==> config.mk <==
export PLATFORM = sky130hd
export DESIGN_NAME = thread_scheduler
export DESIGN_NICKNAME = d
export VERILOG_FILES = /design/src/rtl/thread_scheduler_pkg.sv /design/src/rtl/thread_scheduler_rr_arbiter.sv /design/src/rtl/thread_scheduler.sv
export SDC_FILE = /design/constraint.sdc
export NUM_CORES = 1
export LEC_CHECK = 0
export CAP_MARGIN = 15
export CORE_MARGIN = 2
export CORE_UTILIZATION = 55
export DETAILED_ROUTE_END_ITERATION = 6
export HOLD_SLACK_MARGIN = 0.03
export PLACE_DENSITY = 0.87
export SYNTH_ARGS = -nofsm -noshare
export SYNTH_HDL_FRONTEND = slang
export SYNTH_SLANG_ARGS = --single-unit
==> constraint.sdc <==
create_clock -name clk -period 9.5 [get_ports clk]
set_clock_uncertainty 0.15 [all_clocks]
set_input_delay 1.425 -clock clk [delete_from_list [all_inputs] [get_ports clk]]
set_output_delay 1.425 -clock clk [all_outputs]
set_load 0.01 [all_outputs]
==> src/rtl/thread_scheduler_pkg.sv <==
`default_nettype none
// ============================================================================
//  Module   : thread_scheduler_pkg
//  Brief    : Shared thread-state and thread-id types for the fetch scheduler.
//  Revision : 1.0 - initial release
// ============================================================================
package thread_scheduler_pkg;

    localparam int NTHREADS_MAX = 4;
    localparam int TID_W        = $clog2(NTHREADS_MAX);

    typedef logic [TID_W-1:0] tid_t;

    typedef enum logic [1:0] {
        OFF  = 2'd0,
        RUN  = 2'd1,
        WAIT = 2'd2,
        HALT = 2'd3
    } thread_state_e;

    localparam logic [31:0] RESET_PC_DEFAULT = 32'h0000_0800;

endpackage
`default_nettype wire

==> src/rtl/thread_scheduler_rr_arbiter.sv <==
`default_nettype none
// ============================================================================
//  Module   : rr_arbiter
//  Brief    : Combinational round-robin arbiter; search starts after last grant.
//  Revision : 1.0 - initial release
// ============================================================================
module rr_arbiter #(
    parameter int N  = 4,
    parameter int IW = (N > 1) ? $clog2(N) : 1
) (
    input  logic [N-1:0]  req,
    input  logic [IW-1:0] last,
    output logic [N-1:0]  grant,
    output logic          valid
);

    function automatic logic [IW-1:0] wrap_idx(input logic [IW-1:0] base, input int off);
        return IW'((int'(base) + off) % N);
    endfunction

    always_comb begin
        grant = '0;
        valid = 1'b0;
        // Offset N lands back on last itself, so a lone requester is still served.
        for (int off = 1; off <= N; off++) begin
            if (!valid && req[wrap_idx(last, off)]) begin
                grant[wrap_idx(last, off)] = 1'b1;
                valid                      = 1'b1;
            end
        end
    end

endmodule
`default_nettype wire

==> src/rtl/thread_scheduler.sv <==
`default_nettype none
// ============================================================================
//  Module   : thread_scheduler
//  Brief    : Barrel-thread fetch scheduler; one round-robin fetch per cycle.
//  Revision : 1.0 - initial release
// ============================================================================
module thread_scheduler
    import thread_scheduler_pkg::*;
#(
    parameter int              NTHREADS = 3,
    parameter int              XLEN     = 32,
    parameter logic [XLEN-1:0] RESET_PC = XLEN'(RESET_PC_DEFAULT)
) (
    input  logic                clk,
    input  logic                rst,
    input  logic [NTHREADS-1:0] start_mask,
    input  logic                redirect_valid,
    input  logic [1:0]          redirect_tid,
    input  logic [XLEN-1:0]     redirect_pc,
    input  logic                stall_valid,
    input  logic [1:0]          stall_tid,
    input  logic                wake_valid,
    input  logic [1:0]          wake_tid,
    input  logic                halt_valid,
    input  logic [1:0]          halt_tid,
    output logic                fetch_valid,
    output logic [1:0]          fetch_tid,
    output logic [XLEN-1:0]     fetch_pc,
    output logic [NTHREADS-1:0] run_mask
);

    localparam int              c_IW       = (NTHREADS > 1) ? $clog2(NTHREADS) : 1;
    localparam logic [XLEN-1:0] c_PC_STEP  = XLEN'(4);
    localparam logic [c_IW-1:0] c_LAST_RST = c_IW'(NTHREADS - 1);

    thread_state_e       r_state     [NTHREADS];
    thread_state_e       w_state_nxt [NTHREADS];
    logic [XLEN-1:0]     r_pc        [NTHREADS];
    logic [XLEN-1:0]     w_pc_nxt    [NTHREADS];
    logic [c_IW-1:0]     r_last_tid;

    logic                r_fetch_valid;
    tid_t                r_fetch_tid;
    logic [XLEN-1:0]     r_fetch_pc;
    logic [NTHREADS-1:0] r_run_mask;

    logic [NTHREADS-1:0] w_stall_hit;
    logic [NTHREADS-1:0] w_halt_hit;
    logic [NTHREADS-1:0] w_wake_hit;
    logic [NTHREADS-1:0] w_redir_hit;
    logic [NTHREADS-1:0] w_eligible;
    logic [NTHREADS-1:0] w_grant;
    logic [NTHREADS-1:0] w_run_nxt;
    logic                w_grant_valid;
    logic [c_IW-1:0]     w_win_idx;
    logic [XLEN-1:0]     w_redir_pc;
    logic [XLEN-1:0]     w_win_pc;

    assign w_redir_pc = {redirect_pc[XLEN-1:2], 2'b00};

    // Event tids at or above NTHREADS match no entry and therefore fall away.
    always_comb begin : decode
        for (int t = 0; t < NTHREADS; t++) begin
            w_stall_hit[t] = stall_valid    && (stall_tid    == tid_t'(t));
            w_halt_hit[t]  = halt_valid     && (halt_tid     == tid_t'(t));
            w_wake_hit[t]  = wake_valid     && (wake_tid     == tid_t'(t));
            w_redir_hit[t] = redirect_valid && (redirect_tid == tid_t'(t));
            w_eligible[t]  = (r_state[t] == RUN) && !w_stall_hit[t] && !w_halt_hit[t];
        end
    end

    rr_arbiter #(
        .N  (NTHREADS),
        .IW (c_IW)
    ) u_rr_arbiter (
        .req   (w_eligible),
        .last  (r_last_tid),
        .grant (w_grant),
        .valid (w_grant_valid)
    );

    always_comb begin : win_select
        w_win_idx = '0;
        for (int t = 0; t < NTHREADS; t++) begin
            if (w_grant[t]) begin
                w_win_idx = c_IW'(t);
            end
        end
        w_win_pc = w_redir_hit[w_win_idx] ? w_redir_pc : r_pc[w_win_idx];
    end

    always_comb begin : next_thread
        for (int t = 0; t < NTHREADS; t++) begin
            w_state_nxt[t] = r_state[t];
            w_pc_nxt[t]    = r_pc[t];

            // A redirect that coincides with a grant has already been fetched via the bypass.
            if (w_redir_hit[t]) begin
                w_pc_nxt[t] = w_grant[t] ? (w_redir_pc + c_PC_STEP) : w_redir_pc;
            end else if (w_grant[t]) begin
                w_pc_nxt[t] = r_pc[t] + c_PC_STEP;
            end

            case (r_state[t])
                OFF: begin
                    if (w_redir_hit[t]) w_state_nxt[t] = RUN;
                end
                RUN: begin
                    if (w_halt_hit[t])       w_state_nxt[t] = HALT;
                    else if (w_stall_hit[t]) w_state_nxt[t] = WAIT;
                end
                WAIT: begin
                    if (w_halt_hit[t])                        w_state_nxt[t] = HALT;
                    else if (!w_stall_hit[t] && w_wake_hit[t]) w_state_nxt[t] = RUN;
                end
                HALT: begin
                    if (!w_halt_hit[t] && !w_stall_hit[t] && w_wake_hit[t]) w_state_nxt[t] = RUN;
                end
                default: w_state_nxt[t] = r_state[t];
            endcase

            w_run_nxt[t] = (w_state_nxt[t] == RUN);
        end
    end

    always_ff @(posedge clk) begin
        if (rst) begin
            for (int t = 0; t < NTHREADS; t++) begin
                r_pc[t]    <= RESET_PC;
                r_state[t] <= start_mask[t] ? RUN : OFF;
            end
            r_last_tid    <= c_LAST_RST;
            r_fetch_valid <= 1'b0;
            r_fetch_tid   <= '0;
            r_fetch_pc    <= RESET_PC;
            r_run_mask    <= '0;
        end else begin
            for (int t = 0; t < NTHREADS; t++) begin
                r_pc[t]    <= w_pc_nxt[t];
                r_state[t] <= w_state_nxt[t];
            end
            r_fetch_valid <= w_grant_valid;
            r_run_mask    <= w_run_nxt;
            if (w_grant_valid) begin
                r_last_tid  <= w_win_idx;
                r_fetch_tid <= tid_t'(w_win_idx);
                r_fetch_pc  <= w_win_pc;
            end
        end
    end

    assign fetch_valid = r_fetch_valid;
    assign fetch_tid   = r_fetch_tid;
    assign fetch_pc    = r_fetch_pc;
    assign run_mask    = r_run_mask;

endmodule
`default_nettype wire

==> flow_summary_export.csv <==
group,metric,value,unit
placement,hpwl,18.7,mm
pwr,leakage,3.56,nW
synth,synth_edf_count,0,
synth,yosysTopAreaCell,"dfxtp_1",
final_layout,area_delta_synth_final,16.5,%
setup_path,worstPathRequired,9.68,ns
sta,slew_headroom,21.2,%
grt,overflow,0,
sta,tns,0,ns
floorplanning,die_y,130,um
synth,yosysMostFrequentCell,"dfxtp_1",
setup_path,r2r_start,"r_last_tid[0]",
floorplanning,initial_core_util,55.7,%
placement,io_buffer_count,82,
route,antenna_left,0,
hold_path,hold-path-endpoint,"fetch_tid[1]",
final_layout,drive_above_1_share,7.02,%
synth,yosysTopAreaCellShare,30.4,%
floorplanning,dieWidth,130,um
cts,cts_buffer_depth,2,
route,vias,8857,
cts,numCtsBuffers,17,
grt,grt_pass1_vias,8643,
cts,h-tree-depth,4,
hold_path,worstHoldStart,"fetch_tid[1]",
grt,grt_pass1_wl,44.2,mm
hold_path,min_path_type,"flip-flop to flip-flop",
setup_path,crit_path_start_kind,"input port",
synth,synth_area_leaders,"dfxtp_1 (30%), xor2_1 (11%), xnor2_1 (6.1%), o22ai_1 (4.7%), nand2_1 (4.2%)",
final_layout,nets,1169,
route,route.detailed.drc,0,
setup_path,r2r_cells,9,
cts,clock_sinks,133,
floorplanning,rows,46,
sta,min_period,5.22,ns
grt,track_usage,33.7,%
synth,synth.distinct_cells,68,
setup_path,critPathCaptureType,"flip-flop",
route,firstDrtPassIters,6,
placement,pre_cts_ws,3.88,ns
hold_path,holdPathStages,2,
sta,drv_slew,0,
sta,setup-violations-final,0,
cts,clk-insertion-delay-late,0.44,ns
synth,synthesis.area,8740,um2
setup_path,arrival,5.40,ns
sta,fin_crit_sh,54.9,%
cts,root_buffer,"clkbuf_16",
synth,netlist_top_cells_count,"dfxtp_1 (133), xor2_1 (106), nand2_1 (97), nor2_1 (88), o22ai_1 (66)",
setup_path,rr_endpoint,"r_pc[1][3]",
grt,antenna_found_initial,1,
synth,yosys_warnings,0,
sta,timing.fmax,192,MHz
cts,post_cts_buffers,0,
grt,grt_max_degree,55,
run,max-cap-violations,0,
floorplanning,dieArea,16900,um2
route,drt_iter0_markers,991,
sta,hold_viol_final,0,
placement,gp_congestion,0.927,
cts,cts_tree,"built",
synth,synth-main-ff-cell,"dfxtp_1",
synth,seq_area_frac_synth,30.4,%
setup_path,path_max_fanout,54,
pwr,irDropWorstVdd,0.162,mV
sta,rsz0062_at_grt,"no",
synth,synth-seq-cells,133,
pwr,power.density,229,nW/um2
setup_path,ff2ff_setup_slack,5.17,ns
cts,clkTransAtPathRegs,0.06,ns
status,status,"finished, final reports clean",
route,drt-wirelength-per-cell,20.9,um
sta,worst_pin_slew,1.18,ns
floorplanning,core,15700,um2
route,viasPerCell,6.60,
cts,post_cts_resized,0,
floorplanning,top_level_ports,87,
sta,setup_ws,4.28,ns
synth,syn_avg_cell_area,8.02,um2
cts,ctsHoldBuffers,0,
route,drt_wl_total,28.1,mm
synth,synthArstFlopShare,0,%
synth,synth_cells,1090,
setup_path,crit_type,"input port to flip-flop",
critical path, cell delays in order:
cell and delay [ns]:
clkdlybuf4s50_1 0.52, nor3b_2 0.51, o41ai_1 0.19, a2111oi_2 0.91, inv_1 0.17, nand2_2 0.90, mux4_2 0.60, and2_1 0.17
kinds of logic (layout without fill, tap and decap cells):
logic type / count (synthesis) / count (layout) / synth area share [%]
buf+inv: 109 / 143 / 5.41
xor+xnor: 167 / 167 / 16.7
fa+ha+maj: 8 / 8 / 1.14
compound gates: 271 / 271 / 22.0
other cells: 1 / 3 / 0.0429
simple gates: 392 / 392 / 22.9
mux: 9 / 9 / 1.33
flops: 133 / 133 / 30.4
where the power goes:
| group | internal, mW | total (mW) | switching (mW) |
|---|---|---|---|
| Clock | 0.408 | 0.676 | 0.268 |
| Sequential | 0.644 | 0.727 | 0.0825 |
| Combinational | 0.347 | 0.931 | 0.584 |
flip-flops by register name (all words and copies together), names as in the netlist:
register / count
run_mask: 3
r_state: 6
fetch_pc: 30
r_pc: 90
fetch_valid: 1
fetch_tid: 1
r_last_tid: 2
cell type report:
class | instances | area (um2)
Antenna cell | 1 | 2.50
Fill cell | 1272 | 5530
Multi-Input combinational cell | 849 | 5670
Tap cell | 216 | 270
Clock inverter | 15 | 164
Timing Repair Buffer | 96 | 933
Inverter | 15 | 56.3
Sequential cell | 133 | 2660
Clock buffer | 17 | 425
metal layers:
| layer | up-vias | global-route usage (%) | routed length (um) | part of all wire, % |
|---|---|---|---|---|
| li1 | 3981 | - | - | - |
| met1 | 4154 | 41.2 | 10600 | 38 |
| met2 | 605 | 54.2 | 13000 | 46 |
| met3 | 117 | 8.77 | 3200 | 11 |
| met4 | 0 | 18.5 | 1300 | 4.6 |
| met5 | - | 0 | 0 | 0 |
metrics by stage:
step | std cells | hold WS (ns) | util, % | total power, mW | cell area [um2]
final | 1342 | 0.316 | 64.8 | 2.33 | 10200
after global routing | 1342 | 0.352 | 64.8 | 2.42 | 10200
after CTS | 1340 | 0.314 | 64.7 | 2.31 | 10200
after detailed placement | 1308 | 0.305 | 61.0 | 1.64 | 9580
after global placement | 1308 | 0.303 | 61.0 | 1.61 | 9580
after floorplan | 1091 | 0.331 | - | 1.30 | 8750
cells in the final DEF, fill, tap and decap left out, types with 8 or more instances in the layout:
| cell | netlist | layout |
|---|---|---|
| a211oi_1 | 21 | 21 |
| a21o_1 | 24 | 24 |
| a21oi_1 | 34 | 34 |
| a22oi_1 | 20 | 20 |
| a22oi_2 | 11 | 11 |
| and2_1 | 17 | 17 |
| and3_1 | 28 | 28 |
| and4_1 | 14 | 14 |
| buf_4 | 5 | 13 |
| clkbuf_16 | 0 | 17 |
| clkdlybuf4s50_1 | 0 | 82 |
| dfxtp_1 | 133 | 133 |
| ha_1 | 8 | 8 |
| inv_1 | 15 | 15 |
| nand2_1 | 97 | 95 |
| nand2b_1 | 8 | 8 |
| nand3_1 | 44 | 44 |
| nand4_1 | 38 | 38 |
| nor2_1 | 88 | 87 |
| nor3_1 | 14 | 14 |
| nor4_1 | 12 | 12 |
| o21ai_0 | 27 | 26 |
| o22ai_1 | 66 | 66 |
| o31ai_1 | 30 | 30 |
| xnor2_1 | 61 | 61 |
| xor2_1 | 106 | 106 |
worst max path at each step:
stage	startpoint	to	slack [ns]	cells past startpoint
floorplan	halt_valid	fetch_pc[24]	5.51	12
detailed placement	halt_valid	r_pc[1][3]	3.88	8
global placement	halt_valid	r_pc[1][3]	4.01	8
CTS	halt_valid	r_pc[1][3]	4.36	8
global route	halt_valid	r_pc[1][3]	3.98	8
finish	halt_valid	r_pc[1][3]	4.28	8
No activity file was read; power rests on OpenSTA's default activity.
